File: src/rtl/bus_pkg.sv
// Shared definitions for the CPU data-bus response path: select bit indices,
// state encoding and default device latencies.
package bus_pkg;

  localparam int unsigned SelW       = 9;
  localparam int unsigned SEL_SRAM   = 0;
  localparam int unsigned SEL_BIOS   = 1;
  localparam int unsigned SEL_VGA    = 2;
  localparam int unsigned SEL_CURSOR = 3;
  localparam int unsigned SEL_TEXT   = 4;
  localparam int unsigned SEL_GRAPH  = 5;
  localparam int unsigned SEL_DRAM   = 6;
  localparam int unsigned SEL_SEG    = 7;
  localparam int unsigned SEL_OTHERS = 8;

  localparam int unsigned LAT_BIOS_DEF  = 1;
  localparam int unsigned LAT_TEXT_DEF  = 1;
  localparam int unsigned LAT_GRAPH_DEF = 2;
  localparam int unsigned LAT_REG_DEF   = 0;
  localparam int unsigned TIMEOUT_DEF   = 255;

  typedef enum logic [1:0] {
    StIdle = 2'd0,
    StWait = 2'd1,
    StResp = 2'd2
  } bus_state_e;

  function automatic logic is_handshake(input logic [SelW-1:0] sel);
    return sel[SEL_SRAM] | sel[SEL_DRAM];
  endfunction

endpackage

File: src/rtl/bus_resp_collector_if.sv
// CPU request, device read data/acks and CPU response signals of the data bus.
interface bus_resp_collector_if;
  import bus_pkg::*;

  logic            req;
  logic            we;
  logic [SelW-1:0] sel;
  logic [31:0]     rd_sram;
  logic [31:0]     rd_bios;
  logic [31:0]     rd_vga;
  logic [31:0]     rd_cursor;
  logic [31:0]     rd_text;
  logic [31:0]     rd_graph;
  logic [31:0]     rd_dram;
  logic [31:0]     rd_seg;
  logic            sram_ack;
  logic            dram_ack;
  logic [31:0]     cpu_rdata;
  logic            cpu_ready;
  logic            cpu_stall;
  logic            bus_err;

  modport slave (
    input  req, we, sel, rd_sram, rd_bios, rd_vga, rd_cursor, rd_text, rd_graph, rd_dram,
           rd_seg, sram_ack, dram_ack,
    output cpu_rdata, cpu_ready, cpu_stall, bus_err
  );

  modport master (
    output req, we, sel, rd_sram, rd_bios, rd_vga, rd_cursor, rd_text, rd_graph, rd_dram,
           rd_seg, sram_ack, dram_ack,
    input  cpu_rdata, cpu_ready, cpu_stall, bus_err
  );

endinterface

File: src/rtl/bus_wait_counter.sv
// 8-bit loadable down-counter shared by the fixed-latency and ack-timeout waits.
module bus_wait_counter (
  input  logic       clk,
  input  logic       rst,
  input  logic       load_i,
  input  logic [7:0] load_val_i,
  input  logic       dec_i,
  output logic       zero_o
);

  logic [7:0] cnt_q, cnt_d;

  always_comb begin
    cnt_d = cnt_q;
    if (load_i) begin
      cnt_d = load_val_i;
    end else if (dec_i && cnt_q != 8'd0) begin
      cnt_d = cnt_q - 8'd1;
    end
  end

  always_ff @(posedge clk) begin
    if (rst) begin
      cnt_q <= 8'd0;
    end else begin
      cnt_q <= cnt_d;
    end
  end

  assign zero_o = (cnt_q == 8'd0);

endmodule

File: src/rtl/bus_resp_collector.sv
// Response collector: latches the device select, waits on fixed latency or ack
// (with timeout) and returns registered read data, ready pulse, stall and error.
module bus_resp_collector
  import bus_pkg::*;
#(
  parameter int unsigned LAT_BIOS  = LAT_BIOS_DEF,
  parameter int unsigned LAT_TEXT  = LAT_TEXT_DEF,
  parameter int unsigned LAT_GRAPH = LAT_GRAPH_DEF,
  parameter int unsigned LAT_REG   = LAT_REG_DEF,
  parameter int unsigned TIMEOUT   = TIMEOUT_DEF
) (
  input logic                  clk,
  input logic                  rst,
  bus_resp_collector_if.slave  bus
);

  // Counter is loaded with N-1 so the WAIT state exits on the cycle it reads zero.
  localparam logic [7:0] TimeoutLoad = (TIMEOUT == 0) ? 8'd0 : 8'(TIMEOUT - 1);

  bus_state_e      state_q, state_d;
  logic [SelW-1:0] sel_q, sel_d;
  logic            we_q, we_d;
  logic [31:0]     rdata_q, rdata_d;
  logic            err_q, err_d;

  logic            cnt_load, cnt_dec, cnt_zero;
  logic [7:0]      cnt_val;
  logic [7:0]      fixed_lat;
  logic [SelW-1:0] mux_sel;
  logic [31:0]     rd_mux;
  logic            ack_hit;

  // Zero-latency devices are captured in the accept cycle, before sel_q is valid.
  assign mux_sel = (state_q == StIdle) ? bus.sel : sel_q;

  always_comb begin
    rd_mux = ({32{mux_sel[SEL_SRAM]}}   & bus.rd_sram)
           | ({32{mux_sel[SEL_BIOS]}}   & bus.rd_bios)
           | ({32{mux_sel[SEL_VGA]}}    & bus.rd_vga)
           | ({32{mux_sel[SEL_CURSOR]}} & bus.rd_cursor)
           | ({32{mux_sel[SEL_TEXT]}}   & bus.rd_text)
           | ({32{mux_sel[SEL_GRAPH]}}  & bus.rd_graph)
           | ({32{mux_sel[SEL_DRAM]}}   & bus.rd_dram)
           | ({32{mux_sel[SEL_SEG]}}    & bus.rd_seg);
  end

  always_comb begin
    fixed_lat = 8'(LAT_REG);
    if (bus.sel[SEL_BIOS]) begin
      fixed_lat = 8'(LAT_BIOS);
    end else if (bus.sel[SEL_TEXT]) begin
      fixed_lat = 8'(LAT_TEXT);
    end else if (bus.sel[SEL_GRAPH]) begin
      fixed_lat = 8'(LAT_GRAPH);
    end
  end

  assign ack_hit = (sel_q[SEL_SRAM] & bus.sram_ack) | (sel_q[SEL_DRAM] & bus.dram_ack);

  always_comb begin
    state_d  = state_q;
    sel_d    = sel_q;
    we_d     = we_q;
    rdata_d  = rdata_q;
    err_d    = err_q;
    cnt_load = 1'b0;
    cnt_val  = 8'd0;
    cnt_dec  = 1'b0;
    unique case (state_q)
      StIdle: begin
        if (bus.req) begin
          sel_d = bus.sel;
          we_d  = bus.we;
          if (!$onehot(bus.sel) || bus.sel[SEL_OTHERS]) begin
            state_d = StResp;
            err_d   = 1'b1;
            rdata_d = 32'd0;
          end else if (is_handshake(bus.sel)) begin
            state_d  = StWait;
            cnt_load = 1'b1;
            cnt_val  = TimeoutLoad;
          end else if (fixed_lat == 8'd0) begin
            state_d = StResp;
            err_d   = 1'b0;
            rdata_d = bus.we ? 32'd0 : rd_mux;
          end else begin
            state_d  = StWait;
            cnt_load = 1'b1;
            cnt_val  = fixed_lat - 8'd1;
          end
        end
      end
      StWait: begin
        if (is_handshake(sel_q)) begin
          // An ack coinciding with the final timeout cycle still completes cleanly.
          if (ack_hit) begin
            state_d = StResp;
            err_d   = 1'b0;
            rdata_d = we_q ? 32'd0 : rd_mux;
          end else if (cnt_zero) begin
            state_d = StResp;
            err_d   = 1'b1;
            rdata_d = 32'd0;
          end else begin
            cnt_dec = 1'b1;
          end
        end else if (cnt_zero) begin
          state_d = StResp;
          err_d   = 1'b0;
          rdata_d = we_q ? 32'd0 : rd_mux;
        end else begin
          cnt_dec = 1'b1;
        end
      end
      StResp:  state_d = StIdle;
      default: state_d = StIdle;
    endcase
  end

  always_ff @(posedge clk) begin
    if (rst) begin
      state_q <= StIdle;
      sel_q   <= '0;
      we_q    <= 1'b0;
      rdata_q <= 32'd0;
      err_q   <= 1'b0;
    end else begin
      state_q <= state_d;
      sel_q   <= sel_d;
      we_q    <= we_d;
      rdata_q <= rdata_d;
      err_q   <= err_d;
    end
  end

  bus_wait_counter u_wait_counter (
    .clk        (clk),
    .rst        (rst),
    .load_i     (cnt_load),
    .load_val_i (cnt_val),
    .dec_i      (cnt_dec),
    .zero_o     (cnt_zero)
  );

  assign bus.cpu_rdata = rdata_q;
  assign bus.bus_err   = err_q;
  assign bus.cpu_ready = (state_q == StResp);
  assign bus.cpu_stall = ((state_q == StIdle) && bus.req) || (state_q == StWait);

endmodule
File: src/flat_wrapper.sv
// flat-port wrapper written by rule: the top's interface ports become plain ports
module bus_resp_collector_flat import bus_pkg::*;
#(
  parameter int unsigned LAT_BIOS  = LAT_BIOS_DEF,
  parameter int unsigned LAT_TEXT  = LAT_TEXT_DEF,
  parameter int unsigned LAT_GRAPH = LAT_GRAPH_DEF,
  parameter int unsigned LAT_REG   = LAT_REG_DEF,
  parameter int unsigned TIMEOUT   = TIMEOUT_DEF
)
  (clk, rst, bus_req, bus_we, bus_sel, bus_rd_sram, bus_rd_bios, bus_rd_vga, bus_rd_cursor, bus_rd_text, bus_rd_graph, bus_rd_dram, bus_rd_seg, bus_sram_ack, bus_dram_ack, bus_cpu_rdata, bus_cpu_ready, bus_cpu_stall, bus_bus_err);
  bus_resp_collector_if bus_i ();
  input logic clk;
  input logic rst;
  input wire logic [$bits(bus_i.req)-1:0] bus_req;
  input wire logic [$bits(bus_i.we)-1:0] bus_we;
  input wire logic [$bits(bus_i.sel)-1:0] bus_sel;
  input wire logic [$bits(bus_i.rd_sram)-1:0] bus_rd_sram;
  input wire logic [$bits(bus_i.rd_bios)-1:0] bus_rd_bios;
  input wire logic [$bits(bus_i.rd_vga)-1:0] bus_rd_vga;
  input wire logic [$bits(bus_i.rd_cursor)-1:0] bus_rd_cursor;
  input wire logic [$bits(bus_i.rd_text)-1:0] bus_rd_text;
  input wire logic [$bits(bus_i.rd_graph)-1:0] bus_rd_graph;
  input wire logic [$bits(bus_i.rd_dram)-1:0] bus_rd_dram;
  input wire logic [$bits(bus_i.rd_seg)-1:0] bus_rd_seg;
  input wire logic [$bits(bus_i.sram_ack)-1:0] bus_sram_ack;
  input wire logic [$bits(bus_i.dram_ack)-1:0] bus_dram_ack;
  output wire logic [$bits(bus_i.cpu_rdata)-1:0] bus_cpu_rdata;
  output wire logic [$bits(bus_i.cpu_ready)-1:0] bus_cpu_ready;
  output wire logic [$bits(bus_i.cpu_stall)-1:0] bus_cpu_stall;
  output wire logic [$bits(bus_i.bus_err)-1:0] bus_bus_err;
  assign bus_i.req = bus_req;
  assign bus_i.we = bus_we;
  assign bus_i.sel = bus_sel;
  assign bus_i.rd_sram = bus_rd_sram;
  assign bus_i.rd_bios = bus_rd_bios;
  assign bus_i.rd_vga = bus_rd_vga;
  assign bus_i.rd_cursor = bus_rd_cursor;
  assign bus_i.rd_text = bus_rd_text;
  assign bus_i.rd_graph = bus_rd_graph;
  assign bus_i.rd_dram = bus_rd_dram;
  assign bus_i.rd_seg = bus_rd_seg;
  assign bus_i.sram_ack = bus_sram_ack;
  assign bus_i.dram_ack = bus_dram_ack;
  assign bus_cpu_rdata = bus_i.cpu_rdata;
  assign bus_cpu_ready = bus_i.cpu_ready;
  assign bus_cpu_stall = bus_i.cpu_stall;
  assign bus_bus_err = bus_i.bus_err;
  bus_resp_collector #(.LAT_BIOS(LAT_BIOS), .LAT_TEXT(LAT_TEXT), .LAT_GRAPH(LAT_GRAPH), .LAT_REG(LAT_REG), .TIMEOUT(TIMEOUT)) u_core (.clk(clk), .rst(rst), .bus(bus_i));
endmodule
File: config.mk
export PLATFORM = sky130hd
export DESIGN_NAME = bus_resp_collector_flat
export DESIGN_NICKNAME = d
export VERILOG_FILES = /design/src/rtl/bus_pkg.sv /design/src/rtl/bus_resp_collector_if.sv /design/src/rtl/bus_wait_counter.sv /design/src/rtl/bus_resp_collector.sv /design/src/flat_wrapper.sv
export SDC_FILE = /design/constraint.sdc
export NUM_CORES = 1
export LEC_CHECK = 0
export ABC_AREA = 1
export CAP_MARGIN = 25
export CORE_MARGIN = 10
export CORE_UTILIZATION = 41
export DETAILED_ROUTE_END_ITERATION = 10
export GPL_TIMING_DRIVEN = 0
export HOLD_SLACK_MARGIN = 0.02
export PLACE_DENSITY = 0.87
export SLEW_MARGIN = 20
export SYNTH_ARGS = -nofsm -noshare
export SYNTH_HDL_FRONTEND = slang
export SYNTH_SLANG_ARGS = --single-unit
File: constraint.sdc
create_clock -name clk -period 4.69 [get_ports clk]
set_input_delay 0.469 -clock clk [delete_from_list [all_inputs] [get_ports clk]]
set_output_delay 0.469 -clock clk [all_outputs]
set_load 0.005 [all_outputs]
==> impl_metrics.tcl <==
set metrics [dict create \
    globalRouteMet3Util_pct 7.59 \
    avgSynthCellArea_um2 6.22 \
    fillers 1261 \
    layout_commonest_cell "clkdlybuf4s50_1" \
    dieArea_mm2 0.0194 \
    swShare_pct 44.3 \
    syn_inst 939 \
    worst_hold_path_type "reg -> reg" \
    drcViolationCount 0 \
    grt_overflow_total 0 \
    place_hpwl_mm 26.2 \
    rows 43 \
    gr-usage-met2_pct 53.6 \
    crit_chain "clkdlybuf4s50_1 -> ha_1 -> fa_1 -> inv_1 -> fa_1 -> inv_1 -> ha_1 -> fa_1 -> nor2_1 -> nand2_1 -> o21ai_1 -> nand2_1 -> nor2_2 -> buf_2 -> nand2_1 -> a21oi_2" \
    grt_use_total_pct 31.3 \
    fp.coreArea_mm2 0.0139 \
    maxSlewViolCount 0 \
    clkPwrFrac_pct 15.1 \
    setup_ws_ns 0.663 \
    ys_warn_count 0 \
    root_buffer "clkbuf_16" \
    pre_cts_slack_ns 0.435 \
    arrival_ns 4.26 \
    busiest_layer "met2" \
    r2r-start "u_core.state_q[0]" \
    setup_viol 0 \
    final-seq-area_mm2 0.00104 \
    synth.distinct_cells 32 \
    cp-start-kind "input pin" \
    intPower_mw 1.39 \
    ys_ff_latch 52 \
    multiInputGateArea_mm2 0.00394 \
    via_per_inst 5.51 \
    synth_xor_area_share_pct 0.900 \
    drt_iter0_markers 1033 \
    post_cts_buffers 0 \
    antenna_found_initial 6 \
    status "finished, final reports clean" \
    worstSetupStartpoint "bus_sel[4]" \
    die_h_um 139 \
    clock_latency_ns 0.30 \
    grt_pass1_vias 7647 \
    ant_nets 0 \
    crit_path_end_kind "flip-flop" \
    htreeDepth 2 \
    power_mw 2.50 \
    hold_violations 0 \
    final_util_pct 66.5 \
    avgRoutedWirePerCell_um 22.7 \
    hold_path.startpoint "u_core.bus.bus_err" \
    cts-resized-gates 0 \
    max_stage_delay_ns 0.53 \
    p_leak_nw 4.20 \
    fin_area_mm2 0.00927 \
    clk_pin_slew_ns 0.08 \
    synth_compound_area_share_pct 7.75 \
    critPathSlowestCell "fa_1" \
    setup_tns_ns 0 \
    dpl_cell_area_mm2 0.00912 \
    vias 7911 \
    seq_power_share_pct 21.8 \
    layout.nets 1534 \
    finalCritPeriodShare_pct 85.9 \
    clkSinkCount 52 \
    synth_top_family_by_area "simple AND/OR/NAND/NOR gates" \
    crit_path_max_fanout 10 \
    grt_max_degree 17 \
    power_density_mw_per_mm2 270 \
    clock.fmax_mhz 248 \
    synthMuxAreaShare_pct 0 \
    worst_pin_slew_ns 0.625 \
    wl_mm 32.6 \
    synth-seq-area-share_pct 17.8 \
    syn_nets 1222 \
    synth-simple-area-share_pct 55.6 \
    p_comb_share_pct 63.0 \
    synthAdderAreaFrac_pct 3.21 \
    critical_path_class "in -> reg" \
    final_cell_mix "clkdlybuf4s50_1 (305), nand2_1 (280), nand3_1 (224), nor2_1 (91), inv_1 (74)" \
    rsz0062_at_grt "no" \
    io_buffers 305 \
    maxSlewHeadroom_pct 58.4 \
    die_width_um 139 \
    syn_to_final_growth_pct 58.7 \
    initial_utilization_pct 41.9 \
    max_cap_violations 0 \
    gp_congestion 0.959 \
    pin_count 306 \
    drive_above_1_share_pct 13.5 \
    period_needed_ns 4.03 \
    cts_hold_buffers 0 \
    grt_pass1_wl_mm 47.1 \
    power_switching_mw 1.11 \
    synth_area_mm2 0.00584 \
    crit_required_ns 4.92 \
    met1_usage_pct 36.5 \
    ir_drop_mv 0.174 \
    numCtsBuffers 5 \
    first_pass_iters 5 \
    cts_tree "built" \
    fin_skew_ns 0.00990 \
    clockBufferDepth 2 \
]
power by group through the flow:
stage | combinational, mW | clock [mW] | sequential, mW
after floorplan | 0.885 | 0 | 0.553
after global placement | 1.51 | 0 | 0.552
after detailed placement | 1.54 | 0 | 0.554
after CTS | 1.55 | 0.374 | 0.545
after global routing | 1.69 | 0.392 | 0.553
final | 1.58 | 0.379 | 0.546
worst max-delay path, delay by kind of cell:
kind	cells	cell delay, ns
compound gates	2	0.25
fa+ha+maj	5	1.96
buf+inv	4	0.89
simple gates	5	0.67
path summary, 6_finish.rpt:
path / slack, ns / depth (start not counted) / end
worst min register to register: 0.46 / 2 / u_core.bus.bus_err
worst max-delay path: 0.66 / 16 / u_core.bus.cpu_rdata[31]
worst max register to register: 2.79 / 10 / u_core.bus.cpu_rdata[8]
worst min-delay path: 0.46 / 2 / u_core.bus.bus_err
metrics by stage:
stage	hold slack (ns)	instances
after floorplan	0.454	939
after global placement	0.453	1424
after detailed placement	0.458	1424
after CTS	0.468	1432
after global routing	0.488	1434
final	0.465	1435
registers in the layout, indices dropped and copies added (netlist names):
name                         count
u_core.u_wait_counter.cnt_q      8
u_core.state_q                   2
u_core.bus.cpu_rdata            32
u_core.sel_q                     8
u_core.we_q                      1
u_core.bus.bus_err               1
final cells by class:
class,count,area share [%]
diodes,3,0.0810
plain buffers,65,6.11
clock buffers,6,1.39
clock inverters,2,0.175
inverters,77,3.14
multi-input cells,745,42.5
flip-flops and latches,52,11.2
well taps,180,2.43
repair buffers,305,32.9
Yosys cell counts:
library cell / n / share of area (%)
nand2_1: 280 / 18
nand3_1: 224 / 19
nor2_1: 91 / 5.8
inv_1: 74 / 4.8
dfxtp_1: 52 / 18
nand3_2: 38 / 6.5
a21oi_2: 32 / 4.8
buf_6: 26 / 5.0
buf_2: 25 / 2.1
o21ai_0: 12 / 1.0
a21oi_1: 10 / 0.86
nand2_2: 10 / 1.1
nand2_8: 8 / 2.7
o21ai_1: 8 / 0.69
ha_1: 7 / 1.5
buf_12: 5 / 1.7
clkbuf_1: 5 / 0.32
fa_1: 5 / 1.7
buf_4: 4 / 0.51
xnor2_1: 4 / 0.60
nor2_2: 3 / 0.32
inv_2: 2 / 0.13
nand2_4: 2 / 0.39
nand3_4: 2 / 0.60
nor2_4: 2 / 0.39
xor2_1: 2 / 0.30
a31oi_1: 1 / 0.11
inv_4: 1 / 0.11
nand4_1: 1 / 0.11
nand4_4: 1 / 0.36
nor4_1: 1 / 0.11
o21ai_4: 1 / 0.28
metal layers:
metal  wire length, µm  vias up
li1                  -     3671
met1             11900     3612
met2             15300      523
met3              3740      101
met4              1570        4
met5                19        -
cells by family (layout without fill, tap and decap cells):
kind of cell             count (synthesis)  after routing
AND/OR/NAND/NOR                        663            663
AO/OA/AOI/OAI                           64             64
other                                    0              3
flip-flops                              52             52
buffers and inverters                  142            455
XOR/XNOR                                 6              6
adder cells (fa/ha/maj)                 12             12
Note: power is estimated with default switching activity, not from simulation.
